**src/rtl/sdram_bist_pkg.sv**
```systemverilog
// Shared types and LFSR helpers for the SDRAM built-in self-test master.
package sdram_bist_pkg;

  typedef enum logic [2:0] {
    ST_IDLE,
    ST_WRITE,
    ST_READ,
    ST_DRAIN,
    ST_DONE
  } state_e;

  // Right-shift Galois masks, bit k set for each x^(k+1) term below the leading one
  localparam logic [63:0] TAPS_8  = 64'h0000_0000_0000_00B8;
  localparam logic [63:0] TAPS_16 = 64'h0000_0000_0000_B400;
  localparam logic [63:0] TAPS_32 = 64'h0000_0000_8020_0003;
  localparam logic [63:0] TAPS_64 = 64'hD800_0000_0000_0000;

  function automatic logic [63:0] lfsr_taps(input int unsigned width);
    case (width)
      8:       return TAPS_8;
      16:      return TAPS_16;
      32:      return TAPS_32;
      64:      return TAPS_64;
      default: return (64'd1 << (width - 1)) | 64'd1;
    endcase
  endfunction

  // Leading tap always set, so a nonzero state can never step to zero
  function automatic logic [63:0] lfsr_next(input logic [63:0] value, input int unsigned width);
    logic [63:0] nxt;
    nxt = value >> 1;
    if (value[0]) nxt = nxt ^ lfsr_taps(width);
    return nxt;
  endfunction

endpackage

```
**src/rtl/sdram_bist_lfsr.sv**
```systemverilog
// Galois LFSR with synchronous seed load and step enable.
module sdram_bist_lfsr
  import sdram_bist_pkg::*;
#(
  parameter int unsigned WIDTH = 32,
  parameter logic [31:0] SEED  = 32'hACE1_2468
) (
  input  logic             clk,
  input  logic             rst_n,
  input  logic             load,
  input  logic             en,
  output logic [WIDTH-1:0] value
);

  localparam logic [63:0]      SEED_REP = {SEED, SEED};
  localparam logic [WIDTH-1:0] SEED_W   = SEED_REP[WIDTH-1:0];

  logic [WIDTH-1:0] value_q, value_d;

  always_comb begin
    value_d = value_q;
    if (load)    value_d = SEED_W;
    else if (en) value_d = WIDTH'(lfsr_next(64'(value_q), WIDTH));
  end

  always_ff @(posedge clk or negedge rst_n) begin
    if (!rst_n) value_q <= SEED_W;
    else        value_q <= value_d;
  end

  assign value = value_q;

endmodule

```
**src/rtl/sdram_bist.sv**
```systemverilog
// SDRAM BIST master: writes a pattern over a word range, reads it back in order and compares.
module sdram_bist
  import sdram_bist_pkg::*;
#(
  parameter int unsigned ADDR_WIDTH      = 32,
  parameter int unsigned DATA_WIDTH      = 32,
  parameter int unsigned MAX_OUTSTANDING = 4,
  parameter logic [31:0] LFSR_SEED       = 32'hACE1_2468
) (
  input  logic                    clk,
  input  logic                    rst_n,
  input  logic                    start,
  input  logic [ADDR_WIDTH-1:0]   base_addr,
  input  logic [23:0]             word_count,
  input  logic                    mode,
  output logic                    busy,
  output logic                    done,
  output logic                    pass,
  output logic [15:0]             err_count,
  output logic [ADDR_WIDTH-1:0]   first_err_addr,
  output logic                    req_valid,
  input  logic                    req_ready,
  output logic                    req_we,
  output logic [ADDR_WIDTH-1:0]   req_addr,
  output logic [DATA_WIDTH-1:0]   req_wdata,
  output logic [DATA_WIDTH/8-1:0] req_wstrb,
  input  logic                    rsp_valid,
  input  logic [DATA_WIDTH-1:0]   rsp_rdata
);

  localparam int unsigned         OW        = $clog2(MAX_OUTSTANDING + 1);
  localparam logic [OW-1:0]       OS_MAX    = OW'(MAX_OUTSTANDING);
  localparam logic [ADDR_WIDTH-1:0] ADDR_STEP = ADDR_WIDTH'(DATA_WIDTH / 8);

  state_e                  state_q, state_d;
  logic [23:0]             count_q, count_d, issued_q, issued_d;
  logic                    mode_q, mode_d;
  logic [ADDR_WIDTH-1:0]   base_q, base_d, rsp_addr_q, rsp_addr_d;
  logic [OW-1:0]           os_q, os_d;
  logic [15:0]             err_q, err_d;
  logic [ADDR_WIDTH-1:0]   first_q, first_d;
  logic                    pass_q, pass_d, done_q, done_d, busy_q, busy_d;
  logic                    req_valid_q, req_valid_d, req_we_q, req_we_d;
  logic [ADDR_WIDTH-1:0]   req_addr_q, req_addr_d;
  logic                    lfsr_load, wr_adv, cmp_adv;
  logic                    req_fire, rd_fire, rsp_fire;
  logic [DATA_WIDTH-1:0]   wr_value, cmp_value, expected;

  assign req_fire = req_valid_q && req_ready;
  assign rd_fire  = req_fire && !req_we_q;
  assign rsp_fire = rsp_valid && (os_q != '0) && (state_q == ST_READ || state_q == ST_DRAIN);
  assign expected = mode_q ? DATA_WIDTH'(rsp_addr_q) : cmp_value;

  always_comb begin
    state_d     = state_q;
    count_d     = count_q;
    issued_d    = issued_q;
    mode_d      = mode_q;
    base_d      = base_q;
    rsp_addr_d  = rsp_addr_q;
    err_d       = err_q;
    first_d     = first_q;
    pass_d      = pass_q;
    req_valid_d = req_valid_q;
    req_we_d    = req_we_q;
    req_addr_d  = req_addr_q;
    lfsr_load   = 1'b0;
    wr_adv      = 1'b0;
    cmp_adv     = 1'b0;

    case ({rd_fire, rsp_fire})
      2'b10:   os_d = os_q + OW'(1);
      2'b01:   os_d = os_q - OW'(1);
      default: os_d = os_q;
    endcase

    if (rsp_fire) begin
      cmp_adv    = 1'b1;
      rsp_addr_d = rsp_addr_q + ADDR_STEP;
      if (rsp_rdata != expected) begin
        if (err_q != '1) err_d = err_q + 16'd1;
        if (err_q == '0) first_d = rsp_addr_q;
      end
    end

    case (state_q)
      ST_IDLE: begin
        if (start) begin
          base_d     = base_addr;
          count_d    = word_count;
          mode_d     = mode;
          rsp_addr_d = base_addr;
          issued_d   = '0;
          lfsr_load  = 1'b1;
          err_d      = '0;
          first_d    = '0;
          pass_d     = 1'b0;
          if (word_count == '0) begin
            state_d = ST_DONE;
          end else begin
            state_d     = ST_WRITE;
            req_valid_d = 1'b1;
            req_we_d    = 1'b1;
            req_addr_d  = base_addr;
          end
        end
      end
      ST_WRITE: begin
        if (req_fire) begin
          wr_adv   = 1'b1;
          issued_d = issued_q + 24'd1;
          if (issued_q + 24'd1 == count_q) begin
            state_d    = ST_READ;
            issued_d   = '0;
            req_we_d   = 1'b0;
            req_addr_d = base_q;
          end else begin
            req_addr_d = req_addr_q + ADDR_STEP;
          end
        end
      end
      ST_READ: begin
        if (req_fire) begin
          issued_d   = issued_q + 24'd1;
          req_addr_d = req_addr_q + ADDR_STEP;
        end
        // Valid for next cycle depends only on registered state, never on req_ready directly
        if (req_fire && (issued_q + 24'd1 == count_q)) begin
          state_d     = ST_DRAIN;
          req_valid_d = 1'b0;
        end else begin
          req_valid_d = (os_d < OS_MAX);
        end
      end
      ST_DRAIN: begin
        if (os_q == '0) state_d = ST_DONE;
      end
      ST_DONE: state_d = ST_IDLE;
      default: state_d = ST_IDLE;
    endcase

    done_d = (state_d == ST_DONE);
    busy_d = (state_d == ST_WRITE) || (state_d == ST_READ) || (state_d == ST_DRAIN);
    if (state_d == ST_DONE) pass_d = (err_d == '0);
  end

  always_ff @(posedge clk or negedge rst_n) begin
    if (!rst_n) begin
      state_q     <= ST_IDLE;
      count_q     <= '0;
      issued_q    <= '0;
      mode_q      <= 1'b0;
      base_q      <= '0;
      rsp_addr_q  <= '0;
      os_q        <= '0;
      err_q       <= '0;
      first_q     <= '0;
      pass_q      <= 1'b0;
      done_q      <= 1'b0;
      busy_q      <= 1'b0;
      req_valid_q <= 1'b0;
      req_we_q    <= 1'b0;
      req_addr_q  <= '0;
    end else begin
      state_q     <= state_d;
      count_q     <= count_d;
      issued_q    <= issued_d;
      mode_q      <= mode_d;
      base_q      <= base_d;
      rsp_addr_q  <= rsp_addr_d;
      os_q        <= os_d;
      err_q       <= err_d;
      first_q     <= first_d;
      pass_q      <= pass_d;
      done_q      <= done_d;
      busy_q      <= busy_d;
      req_valid_q <= req_valid_d;
      req_we_q    <= req_we_d;
      req_addr_q  <= req_addr_d;
    end
  end

  sdram_bist_lfsr #(.WIDTH(DATA_WIDTH), .SEED(LFSR_SEED)) u_wr_lfsr (
    .clk   (clk),
    .rst_n (rst_n),
    .load  (lfsr_load),
    .en    (wr_adv),
    .value (wr_value)
  );

  sdram_bist_lfsr #(.WIDTH(DATA_WIDTH), .SEED(LFSR_SEED)) u_cmp_lfsr (
    .clk   (clk),
    .rst_n (rst_n),
    .load  (lfsr_load),
    .en    (cmp_adv),
    .value (cmp_value)
  );

  assign busy           = busy_q;
  assign done           = done_q;
  assign pass           = pass_q;
  assign err_count      = err_q;
  assign first_err_addr = first_q;
  assign req_valid      = req_valid_q;
  assign req_we         = req_we_q;
  assign req_addr       = req_addr_q;
  assign req_wdata      = req_we_q ? (mode_q ? DATA_WIDTH'(req_addr_q) : wr_value) : '0;
  assign req_wstrb      = '1;

endmodule
```
**config.mk**
```make
export PLATFORM = sky130hd
export DESIGN_NAME = sdram_bist
export DESIGN_NICKNAME = d
export VERILOG_FILES = /design/src/rtl/sdram_bist_pkg.sv /design/src/rtl/sdram_bist_lfsr.sv /design/src/rtl/sdram_bist.sv
export SDC_FILE = /design/constraint.sdc
export NUM_CORES = 1
export LEC_CHECK = 0
export ABC_AREA = 1
export CAP_MARGIN = 40
export CELL_PAD_IN_SITES_DETAIL_PLACEMENT = 0
export CELL_PAD_IN_SITES_GLOBAL_PLACEMENT = 1
export CORE_MARGIN = 3
export CORE_UTILIZATION = 43
export DETAILED_ROUTE_END_ITERATION = 7
export GPL_TIMING_DRIVEN = 0
export MAX_ROUTING_LAYER = met4
export PLACE_DENSITY_LB_ADDON = 0.15
export SYNTH_ARGS = -nofsm -noshare
export SYNTH_HDL_FRONTEND = slang
export SYNTH_SLANG_ARGS = --single-unit
```
**constraint.sdc**
```tcl
create_clock -name clk -period 5.9 [get_ports clk]
set_clock_uncertainty 0.2 [all_clocks]
set_input_delay 0.59 -clock clk [delete_from_list [all_inputs] [get_ports clk]]
set_output_delay 0.59 -clock clk [all_outputs]
set_load 0.03 [all_outputs]
```
# After elaboration in Yosys (flattened, before gate mapping)
# Index checks and enable logic that the tools add are counted.
# word_totals
register_bits	268
input_bits	94
output_inout_bits	121
# classes
n_mux	62
n_eq_ne	17
add_sub_neg	6
n_reduce_logical	28
n_lt_le_gt_ge	1
n_bitwise	2
# op_table
op	count
32-bit 2-to-1 mux	28
24-bit 2-to-1 mux	4
32-bit case mux with 3 select lines	1
16-bit 2-to-1 mux	5
24-bit case mux with 3 select lines	1
32-bit by 3-bit adder with 32-bit output (second input constant)	2
31-bit by 32-bit XOR with 32-bit output	2
16-bit zero test	2
32-bit != test	1
24-bit by 1-bit adder with 24-bit output (second input constant)	1
24-bit == test	1
24-bit zero test	1
3-bit 2-to-1 mux	6
16-bit by 1-bit adder with 16-bit output (second input constant)	1
16-bit != test (second input constant)	1
1-bit 2-to-1 mux	13
3-bit by 2-bit == test with 1-bit output (second input constant)	4
3-bit case mux with 4 select lines	1
2-bit nonzero test	6
2-bit != test (second input constant)	5
5-bit AND reduction	2
3-bit by 1-bit == test with 1-bit output (second input constant)	2
3-bit zero test	2
3-bit case mux with 2 select lines	1
14 further kinds	23

# Depth between registers and ports, before layout
# logic_depth
depth_word	10
mapped_depth	24
depth_no_buf	22

# By module
# From an unflattened synthesis, not the netlist that was laid out.
# hier_totals
hier_cells	2275
hier_area_um2	15999.1
# by_module_without_submodules
module	seq_area_each_um2	instances	cells_per_inst	area_per_inst_um2
sdram_bist	5104.9	1	1997	13324.0
sdram_bist_lfsr	817.0	2	139	1337.5

# Worst setup path before layout
# No wires, ideal clock.
# synth_timing
path_kind	input to register
start	in rsp_valid
end	reg req_valid_q, in the netlist req_valid
path_buffers	1
t_required_ps	5570
stages	12
t_arrival_ps	2413
setup_slack_ps	3156
cell_sequence	inv_1 nor2_1 nand2_2 clkinv_1 buf_1 ha_1 fa_1 o21ai_0 xor2_1 nand2_1 nand3_1 o21ai_0
# synth_via
elab_chain_len	7
elab_cells_between_ends	8
cone_classes	1 x order compare; 2 x eq/ne; 3 x mux; 2 x reduce/logical
# synth_rtl
item	line_no	source
start: declaration	sdram_bist.sv:27	input logic rsp_valid,
1-bit logical AND (*) (2 in a row)	sdram_bist.sv:51	assign rsp_fire = rsp_valid && (os_q != '0) && (state_q == ST_READ || state_q == ST_DRAIN);
2-bit by 1-bit == test with 1-bit output or 2-bit == test (tied branches)	sdram_bist.sv:71	case ({rd_fire, rsp_fire})
3-bit case mux with 2 select lines (*)	sdram_bist.sv:71	
net os_d[2]	sdram_bist.sv:39	logic [OW-1:0] os_q, os_d;
3-bit less-than comparator (*)	sdram_bist.sv:132	req_valid_d = (os_d < OS_MAX);
1-bit 2-to-1 mux (*)	sdram_bist.sv:128	if (req_fire && (issued_q + 24'd1 == count_q)) begin
1-bit case mux with 2 select lines (*)	sdram_bist.sv:86	case (state_q)
end signal: assignment	sdram_bist.sv:177	req_valid_q <= req_valid_d;
end: declaration	sdram_bist.sv:43	logic req_valid_q, req_valid_d, req_we_q, req_we_d;
# Mark *: on every way through the listed nets, which the timed path passes. The rest lies on a longest branch.
# A chain may end at the register's enable or synchronous reset.

# Worst setup path in the final report
# layout_timing
start	reg mode_q
end	out req_wdata[25]
# layout_via
elab_chain_len	2
# layout_rtl
item	line_no	source
start: declaration	sdram_bist.sv:37	logic mode_q, mode_d;
start signal: assignment	sdram_bist.sv:168	mode_q <= mode_d;
32-bit 2-to-1 mux (2 in a row)	sdram_bist.sv:207	assign req_wdata = req_we_q ? (mode_q ? DATA_WIDTH'(req_addr_q) : wr_value) : '0;
end: declaration	sdram_bist.sv:25	output logic [DATA_WIDTH-1:0] req_wdata,
# No other way between the ends.

==> impl_metrics.ini <==
[synthesis]
synth_edf_count = 0
synthArstFlopShare_pct = 100.0
yosys.area.top_type_share_pct = 38.68
synth-seq-cells = 268
synthDistinctLibCells = 46
yosysSeqAreaShare_pct = 43.04
synthTopCellsByCount = 712 x nand2_1, 308 x inv_1, 242 x dfrtp_1
synth_flop_cell = dfrtp_1
syn_inst = 2202
synth_area_um2 = 15660
synth.most_common_cell = nand2_1
synthTopCellsByArea = dfrtp_1 39%, nand2_1 17%, inv_1 7.4%, nor2_1 4.7%, dfstp_2 4.4%
syn_area_per_cell_um2 = 7.110
yosysWarnings = 0
synth_area_leader_cell = dfrtp_1

[critical_path]
start_kind = flop
reg2reg_slack_ns = 2.44
r2r_end = base_q[27]
crit_required_ns = 5.11
cp.arrival_ns = 2.87
critPathKind = flop to output pin
path_max_fanout = 10
r2r-start = state_q[0]
rr_worst_depth = 10
critPathCaptureType = output pin

[place]
io_buffers = 210
dp_slack_ns = 2.009
dpl.hpwl_um = 41030
gp_congestion = 0.9227
place_area_um2 = 18430

[sta]
slew_headroom_pct = 42.80
fin_crit_sh_pct = 62.10
drv_slew = 0
max_freq_mhz = 272.9
worst_pin_slew_ns = 0.8516
hold_violations = 0
fin_crit_ns = 3.664
setup_viol = 0
timing.final.ws_setup_ns = 2.236
rsz0062_at_grt = no

[drt]
drc = 0
routed_wl_um = 52800
wl_per_cell_um = 17.98
vias = 15342
viasPerCell = 5.224
ant_nets = 0
drt_iter0_drc = 1065
drtPass1Iterations = 7

[clocking]
cts.sinks = 268
clkTransAtPathRegs_ns = 0.05
clkLatencyLatePin_ns = 0.58
numCtsBuffers = 31
post_cts_resized = 0
tritoncts = built
root_buffer = clkbuf_16
ctsHtreeMaxLevel = 1
clockBufferDepth = 3

[grt]
antenna_found_initial = 0
grt_usage_pct = 27.79
gr-total-overflow = 0
grt_pass1_wl_um = 82230
grt_start_max_net_pins = 118
grt_pass1_vias = 14963

[min_path]
whs_endpoint = base_q[3]
holdPathStages = 2
worstHoldStart = base_q[3]
hold_class = flop to flop

[floorplan]
io_pins = 215
coreArea_um2 = 35740
die_h_um = 196.8
die-area_um2 = 38740
initial_core_util_pct = 43.80
die_x_um = 196.8
rows = 69

[outcome]
status = finished clean

[layout]
drive_gt1_share_pct = 5.574
final_nets = 2554
area_growth_pct = 24.14
nFillCells = 3600
diodes = 0
design_area_um2 = 19440

[power]
p_total_mw = 10.41
vdd_drop_max_v = 0.0003137
powerDensity_nw_per_um2 = 535.5
p_leak_nw = 9.771

[run]
drv_cap = 0
[report_power, final]
group / switching [mW] / internal [mW] / total, mW
clock network: 0.787 / 1.12 / 1.91
logic: 3.33 / 1.80 / 5.13
registers: 0.726 / 2.64 / 3.36
[cell type report]
cell class / instances / area [um^2] / share of cell area, %
tap: 461 / 576.8 / 2.968
timing repair buffer: 215 / 2195 / 11.29
clock buffer: 51 / 940.9 / 4.841
multi-input combinational: 1529 / 7337 / 37.75
clock inverter: 5 / 56.30 / 0.2897
sequential: 268 / 6739 / 34.67
inverter: 317 / 1190 / 6.122
buffer: 91 / 401.6 / 2.066
[critical path, stage by stage, from the launching register on]
cell,delay (ns)
dfrtp_1,0.35
buf_2,0.19
inv_2,0.09
buf_2,0.28
clkbuf_1,0.42
o21ai_0,0.15
a21oi_1,0.14
clkdlybuf4s50_1,0.69
[cell families after synthesis]
kind of cell / synth area share [%]
adders and majority gates: 0.6074
buffers and inverters: 10.17
AOI/OAI and AO/OA: 10.37
muxes: 0.07192
other: 0.02395
xor gates and xnor gates: 4.611
DFF: 43.04
and+or+nand+nor: 31.10
[sequential cells by signal, indices dropped and copies added (netlist names), 3 cells and up]
name and cells:
rsp_addr_q 32, u_wr_lfsr.value 32, err_count 16, os_q 3, req_addr 32, u_cmp_lfsr.value 32, first_err_addr 32, state_q 3
count_q 24, issued_q 24, base_q 32
[through the flow]
stage	utilization [%]	hold WS [ns]	instances	TNS (ns)
floorplan	-	0.09441	2205	0
global placement	51.33	0.2387	2876	-1991.69
detailed placement	51.56	0.2631	2880	0
CTS	54.38	0.2628	2937	0
global route	54.38	0.2873	2937	0
finish	54.38	0.2736	2937	0
[how the worst max path moves through the flow]
stage | start | end | slack [ns]
6_report | mode_q | req_wdata[25] | 2.24
5_1_grt | mode_q | req_wdata[16] | 2.02
4_1_cts | mode_q | req_wdata[16] | 2.21
3_5_place_dp | start | base_q[27] | 2.01
3_3_place_gp | rst_n | first_err_addr[23] | -7.84
2_1_floorplan | rsp_valid | req_valid | 3.16
[timing repair]
item,in CTS,in global routing
setup buffers,0,0
hold endpoints to repair,61,0
hold buffers,1,0
endpoints found under the setup margin,0,0
[metal layers]
layer  track usage (%)  share of wire, %  vias to the layer above  wire length [um]
li1                  -                 -                     7480                 -
met2             44.94                47                      426             24860
met5                 -                 0                        -                 0
met3             3.897               5.0                       73              2616
met1             37.42                45                     7363             23980
met4             6.468               2.6                        0              1349
[cell usage in the layout, fill, tap and decap left out, types with 7 or more instances in the layout]
| master | count |
|---|---|
| buf_2 | 23 |
| nor4_1 | 16 |
| clkbuf_8 | 9 |
| nand2_1 | 712 |
| inv_1 | 308 |
| nand3_1 | 95 |
| clkbuf_1 | 66 |
| clkbuf_16 | 31 |
| a21oi_1 | 67 |
| inv_2 | 7 |
| clkdlybuf4s50_1 | 209 |
| nor2_2 | 9 |
| a22oi_1 | 11 |
| o22ai_1 | 37 |
| dfrtp_1 | 242 |
| nand3b_1 | 21 |
| nand4_1 | 59 |
| xor2_1 | 58 |
| nor2_1 | 197 |
| xnor2_1 | 9 |
| nor3_1 | 31 |
| dfstp_2 | 26 |
| o21ai_1 | 7 |
| a211oi_1 | 33 |
| o21ai_0 | 122 |
Power figures use the tool's default switching activity.
